**src/rtl/systolic_result_drain.sv**
```systemverilog
// systolic_result_drain: reads the N x N accumulator results out of a systolic array one PE at a time
// in row-major order and streams each value out over a valid/ready port tagged with row/column.
`default_nettype none

module systolic_result_drain #(
    parameter int N          = 3,
    parameter int DATA_WIDTH = 32,
    parameter int TIMEOUT    = 255
) (
    input  logic                         clk_i,
    input  logic                         rst_i,
    input  logic                         start_i,
    output logic                         busy_o,
    output logic                         done_o,
    input  logic [N*N-1:0]               pe_idle_i,
    input  logic [N*N-1:0]               accumulator_valid_i,
    input  logic [N*N*DATA_WIDTH-1:0]    pe_east_i,
    output logic [N*N-1:0]               select_accumulator_o,
    output logic                         out_valid_o,
    input  logic                         out_ready_i,
    output logic [DATA_WIDTH-1:0]        out_data_o,
    output logic [$clog2(N)-1:0]         out_row_o,
    output logic [$clog2(N)-1:0]         out_col_o,
    output logic                         out_timeout_o,
    output logic                         error_o
);

    localparam int NN = N * N;
    localparam int IW = (NN > 1) ? $clog2(NN) : 1;
    localparam int RW = $clog2(N);
    localparam logic [IW-1:0] c_LAST_IDX = IW'(NN - 1);
    localparam logic [RW-1:0] c_LAST_COL = RW'(N - 1);
    localparam logic [15:0]   c_TMO_LAST = 16'(TIMEOUT - 1);

    typedef enum logic [2:0] {
        S_IDLE       = 3'd0,
        S_WAIT_IDLE  = 3'd1,
        S_SELECT     = 3'd2,
        S_WAIT_VALID = 3'd3,
        S_PUSH       = 3'd4,
        S_DONE       = 3'd5
    } state_t;

    state_t                r_state;
    state_t                w_next;
    logic [IW-1:0]         r_idx;
    logic [RW-1:0]         r_row;
    logic [RW-1:0]         r_col;
    logic [15:0]           r_timer;
    logic [NN-1:0]         r_sel;
    logic [DATA_WIDTH-1:0] r_data;
    logic                  r_tmo;
    logic                  r_error;

    logic [DATA_WIDTH-1:0] w_east [NN];
    logic [NN-1:0]         w_onehot;
    logic                  w_idle_cur;
    logic                  w_valid_cur;
    logic                  w_handshake;
    logic                  w_timeout;

    for (genvar g = 0; g < NN; g++) begin : g_east
        assign w_east[g] = pe_east_i[g*DATA_WIDTH +: DATA_WIDTH];
    end

    assign w_onehot    = NN'(1) << r_idx;
    assign w_idle_cur  = pe_idle_i[r_idx];
    assign w_valid_cur = accumulator_valid_i[r_idx];
    assign w_handshake = (r_state == S_PUSH) && out_ready_i;
    // Timer is 0 during SELECT, so select stays high for exactly TIMEOUT cycles on a timeout.
    assign w_timeout   = (r_state == S_WAIT_VALID) && !w_valid_cur && (r_timer >= c_TMO_LAST);

    always_comb begin
        w_next = r_state;
        case (r_state)
            S_IDLE:       if (start_i)     w_next = S_WAIT_IDLE;
            S_WAIT_IDLE:  if (w_idle_cur)  w_next = S_SELECT;
            S_SELECT:                      w_next = S_WAIT_VALID;
            S_WAIT_VALID: if (w_valid_cur || w_timeout) w_next = S_PUSH;
            S_PUSH:       if (w_handshake) w_next = (r_idx == c_LAST_IDX) ? S_DONE : S_WAIT_IDLE;
            S_DONE:                        w_next = S_IDLE;
            default:                       w_next = S_IDLE;
        endcase
    end

    always_ff @(posedge clk_i or posedge rst_i) begin
        if (rst_i) r_state <= S_IDLE;
        else       r_state <= w_next;
    end

    always_ff @(posedge clk_i or posedge rst_i) begin
        if (rst_i) begin
            r_idx   <= '0;
            r_row   <= '0;
            r_col   <= '0;
            r_timer <= '0;
            r_sel   <= '0;
            r_data  <= '0;
            r_tmo   <= 1'b0;
            r_error <= 1'b0;
        end else begin
            case (r_state)
                S_IDLE: if (start_i) begin
                    r_idx   <= '0;
                    r_row   <= '0;
                    r_col   <= '0;
                    r_error <= 1'b0;
                end
                S_WAIT_IDLE: if (w_idle_cur) begin
                    r_sel   <= w_onehot;
                    r_timer <= '0;
                end
                S_SELECT: r_timer <= r_timer + 16'd1;
                S_WAIT_VALID: begin
                    r_timer <= r_timer + 16'd1;
                    if (w_valid_cur) begin
                        r_data <= w_east[r_idx];
                        r_tmo  <= 1'b0;
                        r_sel  <= '0;
                    end else if (w_timeout) begin
                        r_data  <= '0;
                        r_tmo   <= 1'b1;
                        r_error <= 1'b1;
                        r_sel   <= '0;
                    end
                end
                S_PUSH: if (w_handshake && (r_idx != c_LAST_IDX)) begin
                    r_idx <= r_idx + IW'(1);
                    if (r_col == c_LAST_COL) begin
                        r_col <= '0;
                        r_row <= r_row + RW'(1);
                    end else begin
                        r_col <= r_col + RW'(1);
                    end
                end
                default: ;
            endcase
        end
    end

    assign busy_o               = (r_state != S_IDLE) && (r_state != S_DONE);
    assign done_o               = (r_state == S_DONE);
    assign out_valid_o          = (r_state == S_PUSH);
    assign select_accumulator_o = r_sel;
    assign out_data_o           = r_data;
    assign out_row_o            = r_row;
    assign out_col_o            = r_col;
    assign out_timeout_o        = r_tmo;
    assign error_o              = r_error;

endmodule

`default_nettype wire

```
**config.mk**
```make
export PLATFORM = sky130hd
export DESIGN_NAME = systolic_result_drain
export DESIGN_NICKNAME = d
export VERILOG_FILES = /design/src/rtl/systolic_result_drain.sv
export SDC_FILE = /design/constraint.sdc
export NUM_CORES = 1
export LEC_CHECK = 0
export CAP_MARGIN = 30
export CORE_AREA = 2 2 139 141
export CTS_BUF_LIST = sky130_fd_sc_hd__clkbuf_8
export DETAILED_ROUTE_END_ITERATION = 8
export DIE_AREA = 0 0 141 143
export PLACE_DENSITY_LB_ADDON = 0.3
export SLEW_MARGIN = 10
export SYNTH_ARGS = -nofsm -noshare
export SYNTH_HDL_FRONTEND = slang
export SYNTH_SLANG_ARGS = --single-unit
```
**constraint.sdc**
```tcl
create_clock -name clk_i -period 6.2 [get_ports clk_i]
set_input_delay 1.55 -clock clk_i [delete_from_list [all_inputs] [get_ports clk_i]]
set_output_delay 1.55 -clock clk_i [all_outputs]
set_load 0.02 [all_outputs]
```
==> qor.csv <==
metric,value,unit
post-CTS setup buffers,0,
TritonCTS Buffers,9,
Die Area,20160,sq um
post-layout minimum cycle time,3.638,ns
most area-hungry cell type in the Yosys netlist,dfrtp_1,
Initial Utilization,30.19,%
first-pass GRT wire length,35970,um
Worst Skew,0.01713,ns
Post-synth EDFFs,0,
Worst Setup SP,r_state[1]$_DFFE_PP0P_,
Area contributors post-synth,"dfrtp_1 31%, mux4_2 18%, mux2i_1 10%, a22o_1 5.2%, nand2_1 4.3%",
Slew HR,36.60,%
core box area,18580,sq um
Total GRT Usage,23.58,%
number of vias per cell,5.183,
endpoint class of the critical path,primary output,
Reg2Reg Capture Point,out_data_o[4]$_DFFE_PP0P_,
Clock Tree Root,clkbuf_8,
"Clk pin slew, worst setup/hold paths",0.08,ns
static leakage,0.003658,uW
commonest cells in the netlist,"70 x dfrtp_1, 64 x nand2_1, 57 x mux2i_1",
endpoints failing setup,0,
port bufs,359,
hold buffer count at cts,0,
HPWL after DPL,19150,um
count of final hold-check violations,0,
Post-Synthesis Cells,572,
site row count,50,
Yosys top cell area share,31.23,%
grt total ovfl,0,
"Seq/Total Area, Yosys",31.23,%
power per cell area,272.2,nW/um^2
Synth Flop Type,dfrtp_1,
flop2flop setup slack,3.05,ns
# clock sinks,70,
type of origin of the critical path,flop,
Fmax,274.9,MHz
status,"complete, no violations",
DRC violations left,0,
MaxCap Viol Count,0,
Tot Pwr,2594,uW
Final Net Count,1222,
peak supply drop,0.1766,mV
worst setup path endpoint,out_valid_o,
R2R depth,5,
CTS tree,built,
CP max FO,14,
Clock Latency Late Sink,0.35,ns
top-count cell post-synth,dfrtp_1,
fin. max-slew vios,0,
Reg2Reg Launch Point,r_idx[0]$_DFFE_PP0P_,
# resized after CTS,0,
#FFs+latches synth,70,
fillcell total,1695,
critical path class,flop to primary output,
gpl congestion,0.8306,
antenna-violating nets left,0,
num ports,360,
RSZ-0062 raised after global routing,no,
Final TNS setup,0,ns
area delta synth->final,69.86,%
"wirelength, routed",24310,um
largest net degree at the start of global routing,52,
Iter 0 DRT Violations,291,
synth unique cells,54,
Worst-Margin Slew,0.9378,ns
WL/cell,21.17,um
Final Cycle Share,58.68,%
clk buf depth,2,
fraction of layout cells with a size suffix above 1,8.911,%
CP Data Required Time,4.65,ns
HP Class,flop to flop,
Horiz. Die Dim,141,um
first-pass detailed-route iteration total,5,
initial antenna violation count,7,
"Cell Area, Synth",5609,sq um
syn avg cell area,9.806,sq um
Die Y,143,um
vias in the first global route,6100,
share of flip-flops with an asynchronous set or reset,100.0,%
Worst Path Arrival,2.09,ns
Ys Warns,0,
H-tree lvl count,3,
vias after detailed routing,5950,
syn_nets,890,
[layout by cell type, fill, tap and decap left out, drive strengths merged, types with 5 or more instances in the layout]
master and instances:
mux4 45, clkbuf 10, inv 29, nand2 64
buf 8, a22o 33, o21ai 51, diode 5
nand2b 5, ha 8, nor2 44, nand3 20
dfrtp 70, a21oi 22, clkdlybuf4s50 359, o22ai 19
mux2i 57, a31o 8
[layer usage]
metal  global-route usage, %  up-vias  routed length [um]
li1                        -     2815                   -
met5                       0        -                  13
met2                   40.39      204               12340
met1                   28.77     2900                9719
met4                   6.316        2                 504
met3                   7.545       29                1726
[worst min-delay path by stage]
stage | end | slack, ns | start | cells past startpoint
floorplan | r_timer[15]$_DFFE_PP0P_ | 0.46 | r_timer[15]$_DFFE_PP0P_ | 1
global placement | out_row_o[1]$_DFFE_PP0P_ | 0.47 | out_row_o[1]$_DFFE_PP0P_ | 1
detailed placement | out_row_o[1]$_DFFE_PP0P_ | 0.48 | out_row_o[1]$_DFFE_PP0P_ | 1
CTS | out_row_o[1]$_DFFE_PP0P_ | 0.49 | out_row_o[1]$_DFFE_PP0P_ | 1
global route | out_data_o[26]$_DFFE_PP0P_ | 0.52 | out_data_o[26]$_DFFE_PP0P_ | 1
finish | out_row_o[1]$_DFFE_PP0P_ | 0.49 | out_row_o[1]$_DFFE_PP0P_ | 1
[power breakdown]
part	leakage, uW	internal [uW]	switching (uW)
Sequential	0.000918	592	178
Clock	0.000110	193	176
Combinational	0.00263	792	662
[state kept, by name (all words and copies together), names as in the netlist]
register              cells
out_data_o               32
select_accumulator_o      9
error_o                   1
out_col_o                 2
r_timer                  16
r_state                   3
out_timeout_o             1
out_row_o                 2
r_idx                     4
[cell families after synthesis]
group | share of synthesized area (%)
xor gates and xnor gates | 0.1562
buffers and inverters | 6.380
muxes | 29.11
DFF | 31.23
AOI/OAI and AO/OA | 18.02
adders and majority gates | 1.785
and+or+nand+nor | 13.32
[area by class of cell]
cell class | instances | area, sq um | area share [%]
timing repair buffer | 367 | 3661 | 38.42
multi-input combinational | 429 | 3510 | 36.84
sequential | 70 | 1757 | 18.44
tap | 234 | 292.8 | 3.073
clock buffer | 10 | 137.6 | 1.445
inverter | 27 | 102.6 | 1.077
clock inverter | 6 | 55.05 | 0.5778
antenna | 5 | 12.51 | 0.1313
[worst max-delay path, cell delays in order, from the launching register on]
cell and delay (ns):
dfrtp_1 0.53, or3b_1 0.50, inv_2 0.10, clkdlybuf4s50_1 0.61
[metrics by stage]
stage / instance area (sq um) / instances / utilization [%] / hold slack (ns) / setup slack (ns)
after floorplan: 5609 / 572 / - / 0.4583 / 2.882
after global placement: 9308 / 1126 / 50.09 / 0.4666 / 1.918
after detailed placement: 9323 / 1127 / 50.18 / 0.4834 / 2.313
after CTS: 9515 / 1143 / 51.21 / 0.4932 / 2.545
after global routing: 9525 / 1147 / 51.27 / 0.5200 / 2.352
final: 9528 / 1148 / 51.28 / 0.4930 / 2.562
(Power assumes the default switching activity.)
==> edit 1: new RTL, same settings <==
The parameter `DATA_WIDTH` goes from 32 to 16.
--- a/src/rtl/systolic_result_drain.sv
+++ b/src/rtl/systolic_result_drain.sv
@@ -6,3 +6,3 @@
     parameter int N          = 3,
-    parameter int DATA_WIDTH = 32,
+    parameter int DATA_WIDTH = 16,
     parameter int TIMEOUT    = 255
Interface: changed (resized out_data_o and pe_east_i); port bits go from 360 to 200. No check against the original RTL was run, so the function may have changed too.
==> edit 1 against the unedited design <==
  * Critical path depth did not move
  * Synthesized area shrank 27%
  * Power decreased by 31%
  * Die area did not move
  * Clock power is 34% lower
  * Worst setup slack worse by 210 ps
  * Utilization is 17 points lower
  * Routed wire length down 38%
  * Design area fell by 33%
  * Synthesized cell count shrank 30%
  * Sequential cell count decreased by 16
  * Critical endpoint unchanged
==> edit 1: results <==
power_and_ir_drop:
  p_int_mw: 1.047
  p_leak_nw: 2.561
  p_per_area_nw_per_um2: 280.7
worst_hold_path:
  min-delay-start: "r_timer[7]"
  min_to: "r_timer[7]"
logic_synthesis:
  ys_types: 57
  yosys-top-cells-count: "dfrtp_1 (54), a22o_1 (37), mux2i_1 (28), mux2_2 (22), nor2_1 (21)"
  yosys-top-cells-area: "dfrtp_1 (33%), mux4_2 (8.8%), a22o_1 (7.9%), mux2i_1 (6.9%), mux2_2 (6.1%)"
  synthAdderAreaFrac: 0.02455
  synthXorXnorAreaFrac: 0.004296
  synth_cells: 402
grt:
  grt_use_met2: 0.2670
  grt_antenna_before_repair: 0
  gr-usage-met3: 0.03085
  grt_util_met1: 0.1780
  grt_pass1_vias: 4103
clock_network:
  tritoncts.num_buffers: 5
  cts-htree-levels: 2
  insertion_delay_ps: 320
status:
  status: "finished clean"
setup_path:
  worstSetupStartpoint: "r_state[2]"
placement:
  dp_cells: 812
drt:
  viasPerCell: 4.860
  post_drt_wl_per_cell_um: 18.42
finish:
  fillers: 1855
sta:
  timing.hold.ws_ps: 500.8
==> edit 1: cell count changes in the layout (fill, tap and decap cells not counted), sizes merged, moves of 7 or more <==
| cell | unedited run | this run |
|---|---|---|
| o21ai | 51 | 14 |
| a22oi | 2 | 16 |
| and3 | 0 | 7 |
| nand3 | 20 | 7 |
| clkdlybuf4s50 | 359 | 199 |
| a21oi | 22 | 7 |
| mux2 | 4 | 26 |
| inv | 29 | 18 |
| a31o | 8 | 0 |
| mux2i | 57 | 28 |
| nand2 | 64 | 20 |
| dfrtp | 70 | 54 |
| nor2 | 44 | 21 |
| mux4 | 45 | 16 |
==> edit 1: area by class of cell <==
class | count | area [um2] | area share
Clock buffer | 5 | 68.82 | 0.01079
Clock inverter | 3 | 41.29 | 0.006472
Inverter | 18 | 67.56 | 0.01059
Multi-Input combinational cell | 301 | 2504 | 0.3924
Sequential cell | 54 | 1354 | 0.2122
Tap cell | 234 | 292.8 | 0.04589
Timing Repair Buffer | 207 | 2052 | 0.3216
==> edit 2: new RTL, same flow settings <==
Without the edit above. Re-encode `state_t` (6 states) as Gray code, 3 bits wide.
--- a/src/rtl/systolic_result_drain.sv
+++ b/src/rtl/systolic_result_drain.sv
@@ -35,8 +35,8 @@
     typedef enum logic [2:0] {
-        S_IDLE       = 3'd0,
-        S_WAIT_IDLE  = 3'd1,
-        S_SELECT     = 3'd2,
-        S_WAIT_VALID = 3'd3,
-        S_PUSH       = 3'd4,
-        S_DONE       = 3'd5
+        S_IDLE       = 3'b000,
+        S_WAIT_IDLE  = 3'b001,
+        S_SELECT     = 3'b011,
+        S_WAIT_VALID = 3'b010,
+        S_PUSH       = 3'b110,
+        S_DONE       = 3'b111
     } state_t;
Behaviour: no difference found for any inputs over 10 cycles, from zero or initial values and one cycle with rst_i high; not proved beyond that.
==> edit 2 against the unedited design <==
  * Count of clock-buffer cells in the layout unchanged
  * Routed wire length increased by 8.2%
  * Worst setup slack got worse by 20 ps
  * Design area increased by 0.59%
  * Synthesized area increased by 1.4%
  * Critical path depth increased by 2
  * Clock skew decreased by 8.7 ps
  * Sequential cell count unchanged
  * Hold slack improved by 12 ps
  * Power increased by 1.3%
==> edit 2: results <==
worst_hold_path:
  hold_class: "reg -> reg"
grt:
  grt_antenna_before_repair: 6
  grtUsageTotal: 0.2595
  grt_util_met1: 0.3084
  grt_pass1_vias: 6394
  gr-usage-met3: 0.08451
  grt_use_met2: 0.4372
  grt_pass1_wl_um: 38620
  grt_max_degree: 54
setup_path:
  critPathTopFamily: "buffers and inverters"
  cpPeakStageDelay_ps: 610
  cp_max_fo: 10
  cp_data_arrival_time_ps: 2110
  cp_slowest_cell: "clkdlybuf4s50_1"
drt:
  drt-total-wl_um: 26310
  dr.pass1.iters: 4
  vias: 6132
  drt_iter0_drc: 319
placement:
  io_buffers: 359
  place_ws_ps: 2433
  dp_hpwl_um: 21290
  place.gp.congestion: 0.8708
clock_network:
  cts-htree-levels: 3
  clock_path_buffers: 2
  cts_resized: 0
  clkTransAtPathRegs_ps: 80
  cts_root_buffer: "clkbuf_8"
  tritoncts.num_buffers: 9
  insertion_delay_ps: 350
  postCtsSetupBuffers: 0
logic_synthesis:
  ys_types: 52
  yosys-top-cells-count: "dfrtp_1 (70), nand2_1 (63), mux2i_1 (58), mux4_2 (47), o21ai_0 (47)"
  ys_seq_area_frac: 0.3080
  async_flop_share: 1.000
  synth_nets: 893
  yosys-top-cells-area: "dfrtp_1 (31%), mux4_2 (19%), mux2i_1 (10%), a22o_1 (5.1%), nand2_1 (4.2%)"
  synth_flop_cell: "dfrtp_1"
  ys_warn_count: 0
status:
  status: "finished clean"
power_and_ir_drop:
  p_leak_nw: 3.702
  ir_drop_v: 0.0001285
  p_int_mw: 1.556
finish:
  largest_reg_flops: 32
  drive_gt1_frac: 0.09361
  final_nets: 1222
sta:
  skew_ps: 8.426
  tightest_slew_ps: 938.5
## edit 2: cell type report
class | instances | area [um2]
fill | 1730 | 8996
timing repair buffer | 367 | 3654
multi-input combinational | 431 | 3572
sequential | 70 | 1757
tap | 234 | 292.8
clock buffer | 10 | 137.6
inverter | 25 | 95.09
clock inverter | 5 | 58.81
antenna | 7 | 17.52
## edit 2: power by group through the flow
stage	sequential [mW]	clock, mW	combinational, mW
after floorplan	0.806	0	0.907
after CTS	0.770	0.392	1.49
after detailed placement	0.772	0	1.49
after global placement	0.773	0	1.47
after global routing	0.794	0.414	1.59
final	0.769	0.384	1.47
## edit 2: final timing paths
path	start	end	slack, ps	cells past startpoint
max in group asynchronous	rst_i	r_idx[0]	3660	3
worst min-delay path	out_row_o[1]	out_row_o[1]	500	1
worst max-delay path	r_state[1]	busy_o	2540	5
min in group asynchronous	rst_i	r_timer[9]	1520	2
worst min register to register	out_row_o[1]	out_row_o[1]	500	1
worst max register to register	r_idx[0]	select_accumulator_o[8]	3000	6
## edit 2: per-layer routing
metal | vias to the layer above | share of wire
met5 | - | 0
met4 | 0 | 0.028
met3 | 38 | 0.093
met2 | 272 | 0.49
met1 | 2974 | 0.39
li1 | 2848 | -
## edit 2: stage by stage
stage | cell area, um2 | utilization | cells
floorplan | 5687 | - | 575
global placement | 9370 | 0.5043 | 1127
detailed placement | 9370 | 0.5043 | 1127
CTS | 9567 | 0.5149 | 1142
global route | 9584 | 0.5158 | 1149
finish | 9584 | 0.5158 | 1149
## edit 2: worst reg2reg max path: cells and delay by family, from the launching register on
kind | cells | cell delay (ps)
AO/OA/AOI/OAI | 3 | 1310
flip-flops | 1 | 1000
AND/OR/NAND/NOR | 2 | 440
buffers and inverters | 1 | 360
## edit 2: kinds of logic after synthesis
kind of cell,Yosys count,share of synthesized area
AND/OR/NAND/NOR,168,0.1424
adder cells (fa/ha/maj),8,0.01760
buffers and inverters,74,0.06645
multiplexers,106,0.2902
XOR/XNOR,2,0.003081
AO/OA/AOI/OAI,147,0.1723
flip-flops,70,0.3080
